## src/rtl/ret_stack_pkg.sv

```systemverilog
// Shared TB4004 constants and the ret_stack operation decode.
// Build option: RET_STACK_WRAP_EN selects overwrite-oldest on push-while-full.
package tb4004_pkg;
    localparam int ADDR_W          = 12;
    localparam int RET_STACK_DEPTH = 8;
endpackage

package ret_stack_pkg;
    typedef enum logic [2:0] {
        OP_IDLE,
        OP_PUSH,
        OP_PUSH_FULL,
        OP_POP,
        OP_POP_EMPTY,
        OP_REPLACE,
        OP_PUSH_UNDER
    } op_e;

    // Push+pop on an empty stack degrades to a plain push plus an underflow mark.
    function automatic op_e decode_op(input logic push, input logic pop,
                                      input logic empty, input logic full);
        op_e op;
        op = OP_IDLE;
        if (push && pop)
            op = empty ? OP_PUSH_UNDER : OP_REPLACE;
        else if (push)
            op = full ? OP_PUSH_FULL : OP_PUSH;
        else if (pop)
            op = empty ? OP_POP_EMPTY : OP_POP;
        return op;
    endfunction
endpackage

```

## src/rtl/ret_stack_if.sv

```systemverilog
// Request/status bundle between the TB4004 sequencer (master) and ret_stack (slave).
interface ret_stack_if #(
    parameter int WIDTH = 12,
    parameter int DEPTH = 8
);
    localparam int PTR_W = $clog2(DEPTH);

    logic             push;
    logic             pop;
    logic [WIDTH-1:0] pushData;
    logic             clrErr;
    logic [WIDTH-1:0] topData;
    logic [WIDTH-1:0] popData;
    logic             popValid;
    logic [PTR_W:0]   count;
    logic             empty;
    logic             full;
    logic             overflow;
    logic             underflow;

    modport master (
        output push, pop, pushData, clrErr,
        input  topData, popData, popValid, count, empty, full, overflow, underflow
    );

    modport slave (
        input  push, pop, pushData, clrErr,
        output topData, popData, popValid, count, empty, full, overflow, underflow
    );
endinterface

```

## src/rtl/ret_stack_mem.sv

```systemverilog
// DEPTH x WIDTH register array: one synchronous write port, one combinational read port.
module ret_stack_mem #(
    parameter int WIDTH = 12,
    parameter int DEPTH = 8,
    parameter int PTR_W = $clog2(DEPTH)
) (
    input  logic             clk,
    input  logic             we,
    input  logic [PTR_W-1:0] waddr,
    input  logic [WIDTH-1:0] wdata,
    input  logic [PTR_W-1:0] raddr,
    output logic [WIDTH-1:0] rdata
);
    logic [WIDTH-1:0] mem [DEPTH];

    // No reset so the array can map onto distributed RAM.
    always_ff @(posedge clk) begin
        if (we)
            mem[waddr] <= wdata;
    end

    assign rdata = mem[raddr];
endmodule

```

## src/rtl/ret_stack.sv

```systemverilog
// Return-address stack for TB4004: push/pop/replace-top, occupancy status, sticky errors.
// Define RET_STACK_WRAP_EN for 4004-style overwrite of the oldest entry when full.
module ret_stack
    import ret_stack_pkg::*;
#(
    parameter int WIDTH = tb4004_pkg::ADDR_W,
    parameter int DEPTH = tb4004_pkg::RET_STACK_DEPTH
) (
    input logic       clk,
    input logic       rst,
    ret_stack_if.slave bus
);
    localparam int             PTR_W    = $clog2(DEPTH);
    localparam logic [PTR_W:0] CNT_FULL = (PTR_W+1)'(DEPTH);

    logic [PTR_W-1:0] ptr, ptr_nxt, top_idx, waddr;
    logic [PTR_W:0]   cnt, cnt_nxt;
    logic [WIDTH-1:0] rdata, pop_q;
    logic             pop_vld_q, ovf_q, unf_q;
    logic             we, pop_take, set_ovf, set_unf;
    logic             is_empty, is_full;
    op_e              op;

    assign is_empty = (cnt == '0);
    assign is_full  = (cnt == CNT_FULL);
    assign top_idx  = ptr - 1'b1;

    ret_stack_mem #(
        .WIDTH (WIDTH),
        .DEPTH (DEPTH),
        .PTR_W (PTR_W)
    ) u_mem (
        .clk   (clk),
        .we    (we & ~rst),
        .waddr (waddr),
        .wdata (bus.pushData),
        .raddr (top_idx),
        .rdata (rdata)
    );

    always_comb begin
        op       = decode_op(bus.push, bus.pop, is_empty, is_full);
        we       = 1'b0;
        waddr    = ptr;
        ptr_nxt  = ptr;
        cnt_nxt  = cnt;
        pop_take = 1'b0;
        set_ovf  = 1'b0;
        set_unf  = 1'b0;
        case (op)
            OP_PUSH, OP_PUSH_UNDER: begin
                we      = 1'b1;
                ptr_nxt = ptr + 1'b1;
                cnt_nxt = cnt + 1'b1;
                set_unf = (op == OP_PUSH_UNDER);
            end
            OP_PUSH_FULL: begin
                set_ovf = 1'b1;
`ifdef RET_STACK_WRAP_EN
                // Oldest entry sits at ptr when full; overwrite it and keep count pinned.
                we      = 1'b1;
                ptr_nxt = ptr + 1'b1;
`endif
            end
            OP_POP: begin
                pop_take = 1'b1;
                ptr_nxt  = top_idx;
                cnt_nxt  = cnt - 1'b1;
            end
            OP_POP_EMPTY: begin
                set_unf = 1'b1;
            end
            OP_REPLACE: begin
                we       = 1'b1;
                waddr    = top_idx;
                pop_take = 1'b1;
            end
            default: ;
        endcase
    end

    always_ff @(posedge clk) begin
        if (rst) begin
            ptr       <= '0;
            cnt       <= '0;
            pop_q     <= '0;
            pop_vld_q <= 1'b0;
            ovf_q     <= 1'b0;
            unf_q     <= 1'b0;
        end else begin
            ptr       <= ptr_nxt;
            cnt       <= cnt_nxt;
            pop_vld_q <= pop_take;
            if (pop_take)
                pop_q <= rdata;
            // A set in the same cycle as clrErr wins.
            ovf_q     <= set_ovf | (ovf_q & ~bus.clrErr);
            unf_q     <= set_unf | (unf_q & ~bus.clrErr);
        end
    end

    assign bus.topData   = is_empty ? '0 : rdata;
    assign bus.popData   = pop_q;
    assign bus.popValid  = pop_vld_q;
    assign bus.count     = cnt;
    assign bus.empty     = is_empty;
    assign bus.full      = is_full;
    assign bus.overflow  = ovf_q;
    assign bus.underflow = unf_q;
endmodule

```

## src/flat_wrapper.sv

```systemverilog
// flat-port wrapper written by rule: the top's interface ports become plain ports
module ret_stack_flat import ret_stack_pkg::*;
#(
    parameter int WIDTH = tb4004_pkg::ADDR_W,
    parameter int DEPTH = tb4004_pkg::RET_STACK_DEPTH
)
  (clk, rst, bus_push, bus_pop, bus_pushData, bus_clrErr, bus_topData, bus_popData, bus_popValid, bus_count, bus_empty, bus_full, bus_overflow, bus_underflow);
  ret_stack_if #(.WIDTH(WIDTH), .DEPTH(DEPTH)) bus_i ();
  input logic clk;
  input logic rst;
  input wire logic [$bits(bus_i.push)-1:0] bus_push;
  input wire logic [$bits(bus_i.pop)-1:0] bus_pop;
  input wire logic [$bits(bus_i.pushData)-1:0] bus_pushData;
  input wire logic [$bits(bus_i.clrErr)-1:0] bus_clrErr;
  output wire logic [$bits(bus_i.topData)-1:0] bus_topData;
  output wire logic [$bits(bus_i.popData)-1:0] bus_popData;
  output wire logic [$bits(bus_i.popValid)-1:0] bus_popValid;
  output wire logic [$bits(bus_i.count)-1:0] bus_count;
  output wire logic [$bits(bus_i.empty)-1:0] bus_empty;
  output wire logic [$bits(bus_i.full)-1:0] bus_full;
  output wire logic [$bits(bus_i.overflow)-1:0] bus_overflow;
  output wire logic [$bits(bus_i.underflow)-1:0] bus_underflow;
  assign bus_i.push = bus_push;
  assign bus_i.pop = bus_pop;
  assign bus_i.pushData = bus_pushData;
  assign bus_i.clrErr = bus_clrErr;
  assign bus_topData = bus_i.topData;
  assign bus_popData = bus_i.popData;
  assign bus_popValid = bus_i.popValid;
  assign bus_count = bus_i.count;
  assign bus_empty = bus_i.empty;
  assign bus_full = bus_i.full;
  assign bus_overflow = bus_i.overflow;
  assign bus_underflow = bus_i.underflow;
  ret_stack #(.WIDTH(WIDTH), .DEPTH(DEPTH)) u_core (.clk(clk), .rst(rst), .bus(bus_i));
endmodule
```

## config.mk

```make
export PLATFORM = sky130hd
export DESIGN_NAME = ret_stack_flat
export DESIGN_NICKNAME = d
export VERILOG_FILES = /design/src/rtl/ret_stack_pkg.sv /design/src/rtl/ret_stack_if.sv /design/src/rtl/ret_stack_mem.sv /design/src/rtl/ret_stack.sv /design/src/flat_wrapper.sv
export SDC_FILE = /design/constraint.sdc
export NUM_CORES = 1
export LEC_CHECK = 0
export CORE_ASPECT_RATIO = 1.75
export CORE_MARGIN = 10
export CORE_UTILIZATION = 61
export CTS_CLUSTER_SIZE = 25
export DETAILED_ROUTE_END_ITERATION = 8
export GPL_ROUTABILITY_DRIVEN = 0
export GPL_TIMING_DRIVEN = 0
export PLACE_DENSITY = 0.95
export SLEW_MARGIN = 20
export SYNTH_ARGS = -nofsm -noshare
export SYNTH_HDL_FRONTEND = slang
export SYNTH_HIERARCHICAL = 1
export SYNTH_SLANG_ARGS = --single-unit
```

## constraint.sdc

```tcl
create_clock -name clk -period 8.05 [get_ports clk]
set_clock_uncertainty 0.15 [all_clocks]
set_input_delay 2.415 -clock clk [delete_from_list [all_inputs] [get_ports clk]]
set_output_delay 2.415 -clock clk [all_outputs]
set_load 0.03 [all_outputs]
```

[Yosys cells after proc, flatten, opt, wreduce, memory -nomap -nowiden]
Memory sizes are Yosys's and may differ from the RTL's.
Index checks and enable logic that the tools add are counted.
Storage, ports and cells
  register bits after elaboration: 22
  bits in latches: 0
  memory bits (writable): 96
  memory bits (read-only): 0
  output and inout bits: 33
  memories: 1
Cells by class
  add/sub/neg operators: 4
  multiply operators: 0
  div/mod/pow operators: 0
  order comparisons: 0
  equality and inequality tests: 7
  shifts and indexed selects: 0
  mux-type cells: 16
  bitwise operators: 7
  reductions and logical operators: 6
Memories
  u_core.u_mem.mem: words 8, width 12, rd ports 1, clocked after Yosys merged registers in 0, wr ports 1, RTL line ret_stack_mem.sv:14  | logic [WIDTH-1:0] mem [DEPTH];
Operators with widths (count)
  3-bit 2-to-1 mux: 5
  12-bit 2-to-1 mux: 1
  3-bit == test (second input constant): 3
  4-bit case mux with 2 select lines: 1
  3-bit by 2-bit == test with 1-bit output (second input constant): 2
  3-bit case mux with 2 select lines: 1
  1-bit 2-to-1 mux: 5
  4-bit by 1-bit adder with 4-bit output (second input constant): 1
  4-bit == test (second input constant): 1
  4-bit zero test: 1
  2-bit 2-to-1 mux: 2
  2-bit OR reduction: 2
  4-bit by 1-bit subtractor with 4-bit output (second input constant): 1
  3-bit by 1-bit adder with 3-bit output (second input constant): 1
  1-bit bitwise AND: 3
  3-bit by 1-bit == test with 1-bit output (second input constant): 1
  3-bit OR reduction: 1
  3-bit by 1-bit subtractor with 3-bit output (second input constant): 1
  1-bit NOT: 2
  1-bit bitwise OR: 2
  1-bit case mux with 2 select lines: 1
  2-bit nonzero test: 1
  1-bit logical AND: 1

[Depth between registers and ports, before layout]
  word-level depth: 11
  mapped depth: 9
  mapped depth without buffers: 7

[Cells and area by module]
The synthesis kept the hierarchy.
By module, submodules not included
  ret_stack_mem: times used 1, cells an instance 152, area an instance 3747.3 µm²
  ret_stack: times used 1, cells an instance 153, area an instance 1221.2 µm²

[Least setup slack after synthesis]
Ideal clock, no wire load.
  kind: input to register
  start point: in bus_push
  end point: mem u_core.u_mem.mem[0][0] (enable)
  library setup time: 396 ps
  arrival time: 4245 ps
  data required time: 7504 ps
  slack: 3259 ps
  stages: 7
  cell sequence: clkbuf_2 -> inv_1 -> nor2_1 -> nand2_1 -> xnor2_1 -> nand2b_1 -> nor3_1
On the way
  elaborated cells between the ends (all ways): 12
  those cells by class: eq/ne (3); mux (6); bitwise (1); reduce/logical (2)
RTL lines
  start, declared: RTL line flat_wrapper.sv:11  | input wire logic [$bits(bus_i.push)-1:0] bus_push;
  3-bit 2-to-1 mux / 1-bit logical AND (equally long branches): RTL line ret_stack_pkg.sv:26, ret_stack_pkg.sv:24
  3-bit 2-to-1 mux *: RTL line ret_stack_pkg.sv:24  | if (push && pop)
  3-bit == test *: RTL line ret_stack.sv:50  | case (op)
  3-bit 2-to-1 mux *: RTL line ret_stack.sv:50
  net u_core.waddr[2]: RTL line ret_stack.sv:16  | logic [PTR_W-1:0] ptr, ptr_nxt, top_idx, waddr;
  end, declared: RTL line ret_stack_mem.sv:14
Mark *: on every way through the listed nets, which the timed path passes. The rest lies on a longest branch.

[Worst setup path in the final report]
  start point: reg u_core.ptr[0]
  end point: out bus_topData[2]
On the way
  word-level cells in the longest chain between the ends: 3
RTL lines
  start, declared: RTL line ret_stack.sv:16
  start signal, assigned: RTL line ret_stack.sv:91  | ptr <= ptr_nxt;
  3-bit by 1-bit subtractor with 3-bit output: RTL line ret_stack.sv:26  | assign top_idx = ptr - 1'b1;
  net u_core.top_idx[0]: RTL line ret_stack.sv:16
  memory read 8 x 12 bit
  net u_core.rdata[2]: RTL line ret_stack.sv:18  | logic [WIDTH-1:0] rdata, pop_q;
  12-bit 2-to-1 mux: RTL line ret_stack.sv:102  | assign bus.topData = is_empty ? '0 : rdata;
  end, declared: RTL line flat_wrapper.sv:15  | output wire logic [$bits(bus_i.topData)-1:0] bus_topData;
The timed path passes the listed nets, and every way through them passes these cells.

==> metrics.csv <==
metric,value,unit
postCtsHoldBufs,0,
cp_max_fo,10,
status,"finished, final reports clean",
rsz0062_at_grt,no,
fin_crit,5.92,ns
start_util,62.4,%
layout-area-overhead-vs-synth,23.9,%
max_slew_margin,38.4,%
reg2reg_depth,8,
synth_edf_count,96,
path_cells,inv_1 -> ha_1 -> xor2_1 -> clkbuf_1 -> buf_2 -> mux4_1 -> mux2_2 -> nor2b_1 -> clkdlybuf4s50_1,
p_per_area,461,nW/um2
fillers,419,
path_class,flip-flop to output pin,
first_pass_iters,4,
maxSlewViolCount,0,
synth_top_area_share,58.0,%
cts_resized,0,
total_power,2.84,mW
synthTopCellsByCount,"edfxtp_1 (96), nand2_1 (27), dfxtp_1 (22)",
drt_first_iter_violations,257,
p_seq_share,27.6,%
ys_warn_count,6,
critical_path.max_stage_delay,0.63,ns
max_cap_viol_count,0,
core,7960,um2
yosysMostFrequentCell,edfxtp_1,
syn_avg_cell_area,16.3,um2
die_w,88.2,um
die_h,139,um
root_buffer,clkbuf_16,
ctsLongestPathBuffers,2,
vdd_ir_drop_max,267,uV
layout_worst_path_cycle_share,73.6,%
h-tree-depth,4,
dp_hpwl,7.40,mm
drc_errors,0,
io_buffers,47,
p_sw_share,37.0,%
hold_viol,0,
routedWlPerCell,24.2,um
design.die.area,12300,um2
grt_start_max_net_pins,17,
ys_ff_latch,118,
final_cell_area,6160,um2
p_leak,2.15,nW
clk_latency,0.41,ns
rows,43,
async_reset_ff_share,0,%
tns,0,ns
overflow,0,
ys.flop_type,edfxtp_1,
end_kind,output pin,
startpoint_type,flip-flop,
slowest_stage,clkdlybuf4s50_1,
critPathRequiredTime,5.49,ns
met1_usage,20.1,%
synth_nets,327,
min_path_cells,2,
clk_transition_reported_paths,0.05,ns
antenna_cells,0,
switchingPower,1.05,mW
crit_arrival,3.36,ns
internal_power,1.79,mW
drt_wl_total,11.5,mm
nets,395,
p_clk_share,25.3,%
cts.sinks,118,
grt_pass1_vias,3318,
multi_input_area,1530,um2
grt_use_met3,5.67,%
synth_area,4970,um2
yosys.area.top_type,edfxtp_1,
grtUsageTotal,19.7,%
grt_busiest_layer,met2,
numCtsBuffers,17,
cts_setup_buffers,0,
worstMarginPinSlew,0.919,ns
synthDistinctLibCells,38,
ios,50,
final_layout_size_suffix_gt1_share,16.6,%
viasPerCell,6.40,
dr_total_vias,3041,
ys_top_cells_by_area,"edfxtp_1 (58%), mux4_1 (11%), dfxtp_1 (8.9%), mux2_2 (2.7%), nand2_1 (2.0%)",
grt_pass1_wl,17.8,mm
synthCells,305,
hold_class,flip-flop to flip-flop,
seq_area,3320,um2
cts_tree,built,
post_dp_cell_area,5580,um2
fmax,169,MHz
ys_seq_area_share,66.9,%
setup_viol,0,
ant_nets,0,
p_comb_share,47.1,%
antenna_found_initial,0,
gr-usage-met2,33.2,%
## cells in the final DEF, fill, tap and decap left out, types with 8 or more instances in the layout
master / count
dfxtp_1: 22
mux2_2: 12
nor2b_1: 15
a21oi_1: 18
mux4_1: 21
edfxtp_1: 96
nand2_1: 27
clkdlybuf4s50_1: 47
inv_1: 8
clkbuf_16: 17
nor2_1: 13
## power groups by stage
stage,Sequential (mW),Clock (mW),Combinational (mW)
2_1_floorplan,0.861,0,0.788
3_3_place_gp,0.789,0,1.25
3_5_place_dp,0.794,0,1.30
4_1_cts,0.783,0.727,1.33
5_1_grt,0.789,0.762,1.40
6_report,0.783,0.719,1.34
## worst max-delay path: cells and delay by family (launching register included)
kind / cells / cell delay (ns)
buf+inv: 4 / 1.34
mux: 2 / 0.67
flops: 1 / 0.39
fa+ha+maj: 1 / 0.28
xor+xnor: 1 / 0.15
simple gates: 1 / 0.13
## routing by layer
metal	vias to the layer above	routed length, um
met5	-	0
met4	0	554
met1	1524	4070
met2	152	6250
li1	1320	-
met3	45	618
## final timing paths
check                        start                 endpoint  slack [ns]
min          u_core/bus.popData[0]    u_core/bus.popData[0]        0.30
max                  u_core/ptr[0]           bus_topData[2]        2.13
min reg2reg  u_core/bus.popData[0]    u_core/bus.popData[0]        0.30
max reg2reg    u_core/bus.count[3]  u_core/u_mem/mem[4][10]        4.82
## area by class of cell
class | count | area share, %
multi-input cells | 160 | 24.8
inverters | 9 | 0.549
clock buffers | 17 | 6.91
flip-flops and latches | 118 | 54.0
clock inverters | 14 | 2.30
plain buffers | 18 | 1.77
repair buffers | 49 | 7.88
well taps | 90 | 1.83
## kinds of logic after synthesis
kind of cell / Yosys count / share of synthesized area [%]
DFF: 118 / 66.9
and+or+nand+nor: 78 / 7.40
muxes: 37 / 15.4
AOI/OAI and AO/OA: 33 / 4.81
buffers and inverters: 27 / 2.87
xor gates and xnor gates: 7 / 1.23
adders and majority gates: 5 / 1.41
## sequential cells by signal, summed over array words and instances (netlist names)
name / flops
u_core/u_mem/mem: 96
u_core/bus.popData: 12
u_core/bus.count: 4
u_core/ptr: 3
u_core/bus.overflow: 1
u_core/bus.popValid: 1
u_core/bus.underflow: 1
## metrics by stage
| stage | std cells | worst slack (ns) | hold WS, ns | utilization, % |
|---|---|---|---|---|
| final | 475 | 2.13 | 0.303 | 77.3 |
| after global routing | 475 | 2.02 | 0.325 | 77.3 |
| after CTS | 475 | 2.13 | 0.304 | 77.2 |
| after detailed placement | 444 | 2.34 | 0.297 | 70.1 |
| after global placement | 442 | 1.93 | 0.293 | 69.7 |
| after floorplan | 305 | 3.26 | 0.323 | - |
Note: power is estimated with default switching activity, not from simulation.
